`src/rtl/light_frame_rx_pkg.sv`:
```
// Shared definitions for the optical receive path: frame geometry, line levels
// and receiver state encoding.
package light_frame_rx_pkg;

   localparam int unsigned FRAME_SIZE          = 16;
   localparam int unsigned SAMPLES_PER_BIT_DEF = 8;

   localparam logic LINE_IDLE  = 1'b0;
   localparam logic LINE_START = 1'b1;

   typedef enum logic [1:0] {
      RX_IDLE  = 2'd0,
      RX_START = 2'd1,
      RX_DATA  = 2'd2,
      RX_STOP  = 2'd3
   } rx_state_t;

endpackage

```
`src/rtl/light_frame_rx_line_sync.sv`:
```
// Two-flop synchroniser for an asynchronous line plus a one-cycle history
// register for edge detection; shared with the transmit-side loopback monitor.
module line_sync (
   input  logic clk,
   input  logic reset,
   input  logic line,
   output logic line_s,
   output logic line_prev
);

   logic meta;

   always_ff @(posedge clk) begin
      if (reset) begin
         meta      <= '0;
         line_s    <= '0;
         line_prev <= '0;
      end else begin
         meta      <= line;
         line_s    <= meta;
         line_prev <= line_s;
      end
   end

endmodule

```
`src/rtl/light_frame_rx.sv`:
```
// Optical link receiver: oversampled start detection, LSB-first deserialisation
// of one codeword, stop-bit check and a held output frame with ack handshake.
module light_frame_rx
   import light_frame_rx_pkg::*;
#(
   parameter int unsigned SAMPLES_PER_BIT = SAMPLES_PER_BIT_DEF,
   parameter int unsigned FRAME_BITS      = FRAME_SIZE
) (
   input  logic                  clk,
   input  logic                  reset,
   input  logic                  rx_in,
   output logic [FRAME_BITS-1:0] frame,
   output logic                  frame_valid,
   input  logic                  frame_ack,
   output logic                  busy,
   output logic                  framing_error,
   output logic                  overrun
);

   localparam int unsigned CW = $clog2(SAMPLES_PER_BIT);
   localparam int unsigned BW = $clog2(FRAME_BITS + 1);

   localparam logic [CW-1:0] CNT_LAST = CW'(SAMPLES_PER_BIT - 1);
   // START is entered one cycle after T0, so the mid-bit sample lands at count H-2
   localparam logic [CW-1:0] CNT_HALF = CW'(SAMPLES_PER_BIT / 2 - 2);
   localparam logic [BW-1:0] BIT_LAST = BW'(FRAME_BITS - 1);

   rx_state_t state, state_nxt;

   logic                  rx_s;
   logic                  rx_prev;
   logic [CW-1:0]         cnt;
   logic [BW-1:0]         bit_cnt;
   logic [FRAME_BITS-1:0] shreg;

   logic start_edge;
   logic start_sample;
   logic bit_sample;
   logic stop_sample;
   logic deliver;
   logic frame_bad;

   line_sync u_sync (
      .clk       (clk),
      .reset     (reset),
      .line      (rx_in),
      .line_s    (rx_s),
      .line_prev (rx_prev)
   );

   // State register
   always_ff @(posedge clk) begin
      if (reset) begin
         state <= RX_IDLE;
      end else begin
         state <= state_nxt;
      end
   end

   // Next-state logic
   always_comb begin
      state_nxt = state;
      case (state)
         RX_IDLE: begin
            if (rx_s == LINE_START && rx_prev == LINE_IDLE) begin
               state_nxt = RX_START;
            end
         end
         RX_START: begin
            if (cnt == CNT_HALF) begin
               state_nxt = (rx_s == LINE_START) ? RX_DATA : RX_IDLE;
            end
         end
         RX_DATA: begin
            if (cnt == CNT_LAST && bit_cnt == BIT_LAST) begin
               state_nxt = RX_STOP;
            end
         end
         RX_STOP: begin
            if (cnt == CNT_LAST) begin
               state_nxt = RX_IDLE;
            end
         end
         default: state_nxt = RX_IDLE;
      endcase
   end

   // Output / strobe decode
   always_comb begin
      start_edge   = (state == RX_IDLE) && (rx_s == LINE_START) && (rx_prev == LINE_IDLE);
      start_sample = (state == RX_START) && (cnt == CNT_HALF);
      bit_sample   = (state == RX_DATA) && (cnt == CNT_LAST);
      stop_sample  = (state == RX_STOP) && (cnt == CNT_LAST);
      deliver      = stop_sample && (rx_s == LINE_IDLE);
      frame_bad    = stop_sample && (rx_s != LINE_IDLE);
      busy         = (state != RX_IDLE);
   end

   // Sample counter: re-phased at the start-bit midpoint, then one full bit per wrap
   always_ff @(posedge clk) begin
      if (reset) begin
         cnt <= '0;
      end else begin
         case (state)
            RX_IDLE:  cnt <= '0;
            RX_START: cnt <= start_sample ? '0 : cnt + 1'b1;
            default:  cnt <= (cnt == CNT_LAST) ? '0 : cnt + 1'b1;
         endcase
      end
   end

   always_ff @(posedge clk) begin
      if (reset) begin
         bit_cnt <= '0;
      end else if (state != RX_DATA) begin
         bit_cnt <= '0;
      end else if (bit_sample) begin
         bit_cnt <= bit_cnt + 1'b1;
      end
   end

   always_ff @(posedge clk) begin
      if (reset || frame_bad || start_edge) begin
         shreg <= '0;
      end else if (bit_sample) begin
         shreg <= {rx_s, shreg[FRAME_BITS-1:1]};
      end
   end

   // Ack coinciding with delivery frees the slot for the new frame
   always_ff @(posedge clk) begin
      if (reset) begin
         frame         <= '0;
         frame_valid   <= 1'b0;
         framing_error <= 1'b0;
         overrun       <= 1'b0;
      end else begin
         framing_error <= frame_bad;
         overrun       <= deliver && frame_valid && !frame_ack;
         if (deliver && (!frame_valid || frame_ack)) begin
            frame       <= shreg;
            frame_valid <= 1'b1;
         end else if (!deliver && frame_valid && frame_ack) begin
            frame_valid <= 1'b0;
         end
      end
   end

endmodule

```
`config.mk`:
```
export PLATFORM = sky130hd
export DESIGN_NAME = light_frame_rx
export DESIGN_NICKNAME = d
export VERILOG_FILES = /design/src/rtl/light_frame_rx_pkg.sv /design/src/rtl/light_frame_rx_line_sync.sv /design/src/rtl/light_frame_rx.sv
export SDC_FILE = /design/constraint.sdc
export NUM_CORES = 1
export LEC_CHECK = 0
export CORE_MARGIN = 8
export CORE_UTILIZATION = 50
export CTS_CLUSTER_SIZE = 10
export DETAILED_ROUTE_END_ITERATION = 6
export PLACE_DENSITY_LB_ADDON = 0.12
export SYNTH_ARGS = -nofsm -noshare
export SYNTH_HDL_FRONTEND = slang
export SYNTH_SLANG_ARGS = --single-unit
```
`constraint.sdc`:
```
create_clock -name clk -period 1.8 [get_ports clk]
set_input_delay 0.27 -clock clk [delete_from_list [all_inputs] [get_ports clk]]
set_output_delay 0.27 -clock clk [all_outputs]
set_load 0.03 [all_outputs]
```
=== Word-level counts from Yosys, hierarchy flattened ===
Cells that the tools add are included.

* Output and inout port bits: 20
* Logic and storage cells: 62
* Bits of input ports: 4
* Register bits: 48

* Reductions and logical operators: 25
* $add $sub $neg: 2
* Bitwise operators: 2
* Muxes and demuxes: 11
* Equal/unequal tests: 11

{| class="wikitable"
|+ Operators by type and width
! operator !! count
|-
| logical AND 1 bit || 14
|-
| two-way mux 2 bit || 5
|-
| inequality test 2 bit, second input constant || 4
|-
| case mux 2 bit (4 select lines) || 1
|-
| two-way mux 3 bit || 2
|-
| case mux 3 bit (2 select lines) || 1
|-
| adder 5 x 1 -> 5 bit, second input constant || 1
|-
| equality test 5 x 4 -> 1 bit, second input constant || 1
|-
| equality test 2 bit, second input constant || 2
|-
| AND reduction 4 bit || 1
|-
| nonzero test 2 bit || 2
|-
| adder 3 x 1 -> 3 bit, second input constant || 1
|-
| equality test 3 x 2 -> 1 bit, second input constant || 1
|-
| equality test 3 bit, second input constant || 1
|-
| zero test 1 bit || 3
|-
| logical OR 1 bit || 3
|-
| equality test 2 x 1 -> 1 bit, second input constant || 1
|-
| zero test 2 bit || 1
|-
| two-way mux 1 bit || 2
|-
| inequality test 2 x 1 -> 1 bit, second input constant || 1
|-
| NOT 1 bit || 2
|-
| OR reduction 2 bit || 1
|}

=== Logic depth before layout (Yosys ltp) ===
Gate-level depths: netlist (run 1).

* Word-level depth: 8
* Mapped depth: 8
* Gate-level depth less buffers: 5

=== Cells and area by module ===
Synthesis (run 1) repeated with hierarchy kept, for this count alone.

* Cells, all modules: 212
* Area, all modules: 2,030.7 µm²

{| class="wikitable"
|+ Modules (own cells, without submodules)
! module !! seq. area each (µm²) !! cells an instance !! instances !! area each (µm²)
|-
| light_frame_rx || 900.9 || 206 || 1 || 1,951.9
|-
| line_sync || 60.1 || 6 || 1 || 78.8
|}

=== Least setup slack after synthesis (run 1) ===
No wires, ideal clock.

* Path type: reg2reg
* Start point: reg cnt[0]
* End point: reg shreg[0]
* Setup time: 66 ps
* Clock period less this slack: 1,656 ps
* Required time: 1,734 ps
* Cell stages (with the launch flop): 8
* Path buffers: 2
* Data arrival time: 1,590 ps
* Slack: 144 ps
* Cell sequence: dfxtp_1 > ha_1 > ha_1 > buf_6 > and3_4 > a211o_4 > buf_6 > a21oi_2

* Cells in the longest elaborated chain, start to end: 5
* Elaborated cells on any way between the ends: 6
* Those cells by class: 1 x eq/ne; 5 x reduce/logical

{| class="wikitable"
|+ RTL lines
! item !! line !! source
|-
| start, declared || light_frame_rx.sv:32 || <nowiki>logic [CW-1:0] cnt;</nowiki>
|-
| start signal, assigned || light_frame_rx.sv:106 || <nowiki>RX_START: cnt <= start_sample ? '0 : cnt + 1'b1;</nowiki>
|-
| start signal, assigned || light_frame_rx.sv:107 || <nowiki>default: cnt <= (cnt == CNT_LAST) ? '0 : cnt + 1'b1;</nowiki>
|-
| equality test 3 bit (*) || light_frame_rx.sv:92, light_frame_rx.sv:93 ||
|-
| logical AND 1 bit || light_frame_rx.sv:93 || <nowiki>stop_sample = (state == RX_STOP) && (cnt == CNT_LAST);</nowiki>
|-
| logical AND 1 bit || light_frame_rx.sv:95 || <nowiki>frame_bad = stop_sample && (rx_s != LINE_IDLE);</nowiki>
|-
| logical OR 1 bit (2 in series) || light_frame_rx.sv:123 || <nowiki>if (reset || frame_bad || start_edge) begin</nowiki>
|-
| end signal, assigned || light_frame_rx.sv:126 || <nowiki>shreg <= {rx_s, shreg[FRAME_BITS-1:1]};</nowiki>
|-
| end, declared || light_frame_rx.sv:34 || <nowiki>logic [FRAME_BITS-1:0] shreg;</nowiki>
|}

Mark *: on every way between the ends. The rest lies on a longest branch, timed or not.
A chain may end at the register's enable or synchronous reset.

=== Final worst setup path (run 1) ===
* Start point: reg cnt[0]
* End point: reg shreg[8]

The elaborated chain is that of the path after synthesis.

==> results.md, run 1 <==
* Outcome: finished, final reports clean
* Residual DRC at 0
* Post-layout utilization of the core at 0.611
* Syn Area/Cell at 9.93 sq um
* H-tree Lvls at 2
* Worst endpoint required time at around 2 ns
* Largest net degree at the start of global routing at 24
* Critical path startpoint category: flop
* Clk root buf: clkbuf_8
* # rows at 23
* Clock Skews at 0.00710 ns
* Clk Latency, worst-skew pair at 0.30 ns
* Die width at between 80 and 90 microns
* Hold Fails Final Rpt at 0
* Antenna cell count at 0
* Peak supply drop at slightly above 0.5 mV
* Boundary Pins at 24
* PwrDens at 788 nW/um^2
* Final ANT Viol Nets at 0
* Num CTS Buffers at 5
* WS Path Type: flop to flop
* Clock transition at path regs at 0.09 ns
* Wire per inst at 13.0 microns
* Least-Margin Pin Slew at 0.341 ns
* Setup bufs post-CTS at 0
* Rel. slew slack at 0.772
* Hold-fix buffers, CTS at 0
* PnR worst setup slack at roughly 0.18 ns
* Critical path's slowest cell: a211o_4
* Clock tree buffer depth at 2
* Final net count at 242
* Largest family of logic cells by synthesized area: simple AND/OR/NAND/NOR gates
* Most Frequent Cell on Critical Path: ha_1
* Syn nets at 218
* Clk sink count at 48
* Ranking of synthesized cells by area: dfxtp_1 46%, nand2b_1 10%, mux2i_1 7.7%, nand2_1 6.0%, a21oi_2 4.2%
* Grt ovf at 0
* Most frequent cells in the layout: 48 x dfxtp_1, 34 x nand2b_1, 33 x nand2_1, 22 x clkdlybuf4s50_1, 16 x mux2i_1
* Initial DRC count at 87
* Die Span Y at 80.4 microns
* Yosys top cell by area: dfxtp_1
* Tcrit/Tclk final at 0.900
* Overall routing resource usage at 0.124
* Register area at 961 sq um
* Share of layout cells above drive strength 1 at 0.158
* FF+latch count, synth at 48
* Simple-Gate Fraction of Synth Area at 0.256
* Initial antenna violation count at 0
* HP Class: flop to flop
* Post-Synth Adder-Cell Area at 0.0301
* Setup TNS Final at 0 ns
* Initial Utilization at 0.519
* Yosys synthesis warning count at 0
* # port buffers at 23
* Critical path fanouts, max at 16
* Detail Placement HPWL at 2600 microns
* Max incr delay on CP at 0.43 ns
* Drt via density at 4.99
* Synth Instances at 209
* Vias at about 1.4k
* Max-cap viol count at 0
* Detailed Route WL at 3690 microns
* Area growth from synthesis to layout at 17.7%
* Vias in the first global route at 1414
* TritonCTS clock tree: done
* Fmax achieved at 0.617 GHz
* Final-layout fill cell count at between 300 and 400
* First-pass GRT wire length at 6380 microns
* Crit path cell chain: ha_1, ha_1, and3_4, a211o_4, a21oi_1
* Finish-stage setup viols at 0
* Mux cell area share after synthesis at 0.0772
* Total die area at 6470 sq um
* Post-synthesis sequential area ratio at 0.463
* Most common cell after layout, fill and taps aside: dfxtp_1
* Core Area at 4000 sq um
* Mapped cell area at 2080 sq um
* Synth cell types at 37
* Post-Synth XOR/XNOR Area at 0.00422
* CP endpoint kind: flop
* Area fraction in compound gates after synthesis at 0.105
* Multi-input gate area at a little under 1000 sq um
* Post-Place Worst Slack at 0.194 ns
* First-pass DRT Iterations at 4
* Max Slew Vio Count at 0
* Fin crit period at ~1.6 ns
* Area share of the largest cell type after synthesis at 0.463
* Worst EP arrival at 1.86 ns
* GPL Wtd Cong at 0.737
* RSZ-0062 raised after global routing: false
* Static leakage at ~0.00084 uW
## cells in the mapped netlist
cell,n
dfxtp_1,48
nand2b_1,34
nand2_1,33
mux2i_1,16
a21oi_1,12
a21oi_2,10
buf_6,7
ha_1,5
clkbuf_1,4
inv_1,4
nor2b_1,4
nor3_1,4
a211oi_1,2
nand4b_1,2
nor2_1,2
a211o_4,1
a311oi_1,1
a31oi_1,1
and2_2,1
and2b_2,1
and3_1,1
and3_4,1
and3b_2,1
buf_2,1
buf_4,1
dlymetal6s2s_1,1
nand3_1,1
nand3b_4,1
nor3b_1,1
nor4b_4,1
o211ai_1,1
o21ai_0,1
o221a_2,1
or2_2,1
or3_1,1
or3_4,1
xnor2_1,1
## registers in the layout, indices dropped and copies added, names as in the netlist, 3 cells and up, named ones only
name and flops:
shreg 16, bit_cnt 5, frame 16, cnt 3
## layout make-up
cell class	count	area share
inverters	4	0.00615
well taps	50	0.0256
repair buffers	31	0.125
clock buffers	5	0.0282
clock inverters	3	0.0190
flip-flops and latches	48	0.393
multi-input cells	143	0.403
## critical path: cells and delay by family, from the launching register on
family / cells / cell delay (ns)
AO/OA/AOI/OAI: 2 / 0.58
adder cells (fa/ha/maj): 2 / 0.44
flip-flops: 1 / 0.33
AND/OR/NAND/NOR: 1 / 0.20
## path summary, 6_finish.rpt
check                                            start                  endpoint  slack [ns]  cells past startpoint
worst max-delay path                 cnt[0]$_SDFF_PP0_     shreg[8]$_SDFFE_PP0P_        0.18                      5
worst min-delay path            u_sync.meta$_SDFF_PP0_  u_sync.line_s$_SDFF_PP0_        0.45                      1
worst max register to register       cnt[0]$_SDFF_PP0_     shreg[8]$_SDFFE_PP0P_        0.18                      5
worst min register to register  u_sync.meta$_SDFF_PP0_  u_sync.line_s$_SDFF_PP0_        0.45                      1
## per-layer routing
layer / global-route usage / wire [microns] / vias to the layer above / part of all wire
li1: - / - / 741 / -
met1: 0.147 / 1770 / 645 / 0.48
met2: 0.196 / 1680 / 26 / 0.45
met3: 0.0502 / 209 / 4 / 0.057
met5: 0 / 0 / - / 0
met4: 0.0491 / 40 / 0 / 0.011
## through the flow
| step | total power (uW) | hold WS, ns | std cells | cell area [sq um] |
|---|---|---|---|---|
| finish | 1920 | 0.453 | 284 | 2440 |
| global route | 1990 | 0.486 | 284 | 2440 |
| CTS | 1940 | 0.455 | 284 | 2440 |
| detailed placement | 1160 | 0.427 | 276 | 2320 |
| global placement | 1160 | 0.422 | 276 | 2320 |
| floorplan | 1150 | 0.398 | 209 | 2080 |
## logic make-up (layout without fill, tap and decap cells)
family | count (synthesis) | after routing
flops | 48 | 48
compound gates | 30 | 30
simple gates | 91 | 91
xor+xnor | 1 | 1
buf+inv | 18 | 43
mux | 16 | 16
fa+ha+maj | 5 | 5
## where the power goes
group | total (uW) | switching [uW] | internal [uW]
sequential | 1070 | 3.52 | 1070
clock | 787 | 369 | 418
combinational | 66.9 | 33.1 | 33.8
total | 1920 | 406 | 1520
## timing repair
item | CTS | global route
endpoints found under the hold margin | 0 | 0
setup endpoints to repair | 0 | 1
resized for setup | 0 | 1
Power figures use the tool's default switching activity.
==> inputs of run 2 (changes only) <==
--- a/config.mk
+++ b/config.mk
@@ -5,10 +5,11 @@
 export SDC_FILE = /design/constraint.sdc
 export NUM_CORES = 1
 export LEC_CHECK = 0
-export CORE_MARGIN = 8
+export CORE_MARGIN = 3
 export CORE_UTILIZATION = 50
 export CTS_CLUSTER_SIZE = 10
 export DETAILED_ROUTE_END_ITERATION = 6
+export DONT_BUFFER_PORTS = 1
 export PLACE_DENSITY_LB_ADDON = 0.12
 export SYNTH_ARGS = -nofsm -noshare
 export SYNTH_HDL_FRONTEND = slang
==> run 2 against run 1 <==
Hold slack got worse by 0.42 ns. Combinational power decreased by 39%. First-iteration DRC count increased by 3.4%. Worst setup slack improved by 0.026 ns. Cell count decreased by 9.9%. Sequential power about the same. Final area decreased by 11%. Total power decreased by 8.4%. Utilization decreased by 4.5 points. Routed wire length decreased by 7.8%. Register-to-register slack improved by 0.03 ns. Count of clock-buffer cells in the layout increased by 1.
==> results.md, run 2 (synthesized netlist as in run 1, its figures left out) <==
* Outcome: finished, final reports clean
* Post-Layout Cell Count at 256 (-9.9%)
* Max-cap viol count at 0 (unchanged)
* Tcrit/Tclk final at 0.886 (-0.0146)
* Hold EP: frame_valid$_SDFFE_PP0P_
* Num CTS Buffers at 5 (unchanged)
* Reg2Reg Launch Point: cnt[0]$_SDFF_PP0_
* Wire per inst at 13.3 microns (+2.3%)
* Area growth from synthesis to layout at 4.16%
* Cells on Worst Hold Path at 1 (unchanged)
* Share of layout cells above drive strength 1 at 0.163 (+0.00534)
* Clk root buf: clkbuf_8
* Final net count at 216 (-11%)
* GPL Wtd Cong at 0.771 (+4.6%)
* Max Slew Vio Count at 0 (unchanged)
* Overall routing resource usage at 0.149 (+0.0246)
* Placed cells at 248 (-10%)
* Die Span Y at 70.4 microns (-12%)
* PwrDens at 815 nW/um^2 (+3.5%)
* Fin crit period at 1.59 ns (-0.0263 ns)
* Critical path fanouts, max at 16 (unchanged)
* TritonCTS clock tree: done
* Vias at 1356 (-4.2%)
* Initial Utilization at 0.543 (+0.0236)
* Critical path startpoint category: flop
* Initial DRC count at 90 (+3.4%)
* Clock Skews at 0.00636 ns (-0.000741 ns)
* RSZ-0062 raised after global routing: false
* Leading registers by flop count: frame x16, shreg x16, bit_cnt x5
* Antenna cell count at 0 (unchanged)
* Reg-to-reg endpoint: frame[13]$_SDFFE_PP0P_
* Rel. slew slack at 0.703 (-0.0691)
* Core Area at 3830 sq um (-4.3%)
* Setup TNS Final at 0 ns (unchanged)
* Grt ovf at 0 (unchanged)
* Clk Latency, worst-skew pair at 0.30 ns (about the same)
* Most common cell after layout, fill and taps aside: dfxtp_1
* Worst R2R Setup Slack at 0.21 ns (+0.03 ns)
* Clock tree buffer depth at 2 (unchanged)
* Die width at 70.4 microns (-12%)
* Post_cts resized at 0 (unchanged)
* First-pass DRT Iterations at 4 (unchanged)
* HP Class: input port to flop
* Initial antenna violation count at 0 (unchanged)
* Detailed Route WL at 3400 microns (-7.8%)
* Fmax achieved at 0.627 GHz (+1.7%)
* # port buffers at 0 (-100%)
* Clock transition at path regs at 0.08 ns (about the same)
* Peak supply drop at 0.443 mV (-14%)
* Setup bufs post-CTS at 0 (unchanged)
* # rows at 22 (-4.3%)
* CP endpoint kind: flop
* H-tree Lvls at 2 (unchanged)
* Final ANT Viol Nets at 0 (unchanged)
* Boundary Pins at 24 (unchanged)
* Finish-stage setup viols at 0 (unchanged)
* Clk sink count at 48 (unchanged)
* Drt via density at 5.30 (+6.2%)
* Largest net degree at the start of global routing at 46 (+92%)
* Worst EP arrival at 1.82 ns (-0.04 ns)
* Vias in the first global route at 1337 (-5.4%)
* Worst reg2reg path depth at 6 (+1)
* Crit. Startpoint: cnt[0]$_SDFF_PP0_
* Min-delay src: reset
* Hold-fix buffers, CTS at 0 (unchanged)
* Static leakage at 0.000721 uW (-14%)
* Most frequent cells in the layout: 48 x dfxtp_1, 34 x nand2b_1, 33 x nand2_1, 16 x mux2i_1, 12 x a21oi_1
* Total die area at 4960 sq um (-23%)
* Least-Margin Pin Slew at 0.445 ns (+0.103 ns)
* Detail Placement HPWL at 2260 microns (-13%)
* Min Hold Slack at 0.0329 ns (-0.420 ns)
* WS Path Type: flop to flop
* Final-layout fill cell count at 323 (-2.4%)
* First-pass GRT wire length at 5950 microns (-6.7%)
* Hold Fails Final Rpt at 0 (unchanged)
* Worst endpoint required time at 2.02 ns (-0.02 ns)
* Residual DRC at 0 (unchanged)
-- run 2: final cells by class --
| type | instances | area, sq um | share of cell area |
|---|---|---|---|
| multi-input cells | 143 | 983 | 0.455 |
| flip-flops and latches | 48 | 961 | 0.444 |
| clock buffers | 6 | 82.6 | 0.0382 |
| well taps | 48 | 60.1 | 0.0278 |
| repair buffers | 5 | 50.0 | 0.0231 |
| inverters | 4 | 15.0 | 0.00694 |
| clock inverters | 2 | 10.0 | 0.00463 |
-- run 2: per-stage QoR --
stage	worst slack, ns	power (uW)	utilization	area, sq um
floorplan	0.144	1150	-	2080
global placement	0.263	1140	0.541	2070
detailed placement	0.221	1140	0.541	2070
CTS	0.183	1780	0.565	2160
global route	0.0895	1830	0.565	2160
finish	0.206	1760	0.565	2160
-- run 2: where the power goes --
group | internal, uW | switching (uW)
combinational | 22.8 | 18.2
clock | 307 | 344
sequential | 1070 | 5.14
-- run 2: worst max path at each step --
stage | slack (ns) | endpoint | depth (start not counted)
CTS | 0.18 | frame[13]$_SDFFE_PP0P_ | 6
global placement | 0.26 | shreg[4]$_SDFFE_PP0P_ | 5
finish | 0.21 | frame[13]$_SDFFE_PP0P_ | 6
detailed placement | 0.22 | bit_cnt[2]$_SDFFE_PP0P_ | 5
global route | 0.09 | frame[9]$_SDFFE_PP0P_ | 6
floorplan | 0.14 | shreg[0]$_SDFFE_PP0P_ | 7
-- run 2: routing by layer --
layer | wire [microns] | vias to the layer above | global-route usage
met2 | 1530 | 30 | 0.234
met3 | 182 | 6 | 0.0489
met5 | 0 | - | 0
li1 | - | 688 | -
met1 | 1630 | 632 | 0.187
met4 | 60 | 0 | 0.0617
-- run 2: worst max-delay path: stages, from the launching register on --
cell,delay (ns)
dfxtp_1,0.36
ha_1,0.16
ha_1,0.20
nand4b_1,0.19
nor2b_2,0.21
buf_12,0.19
mux2i_1,0.22
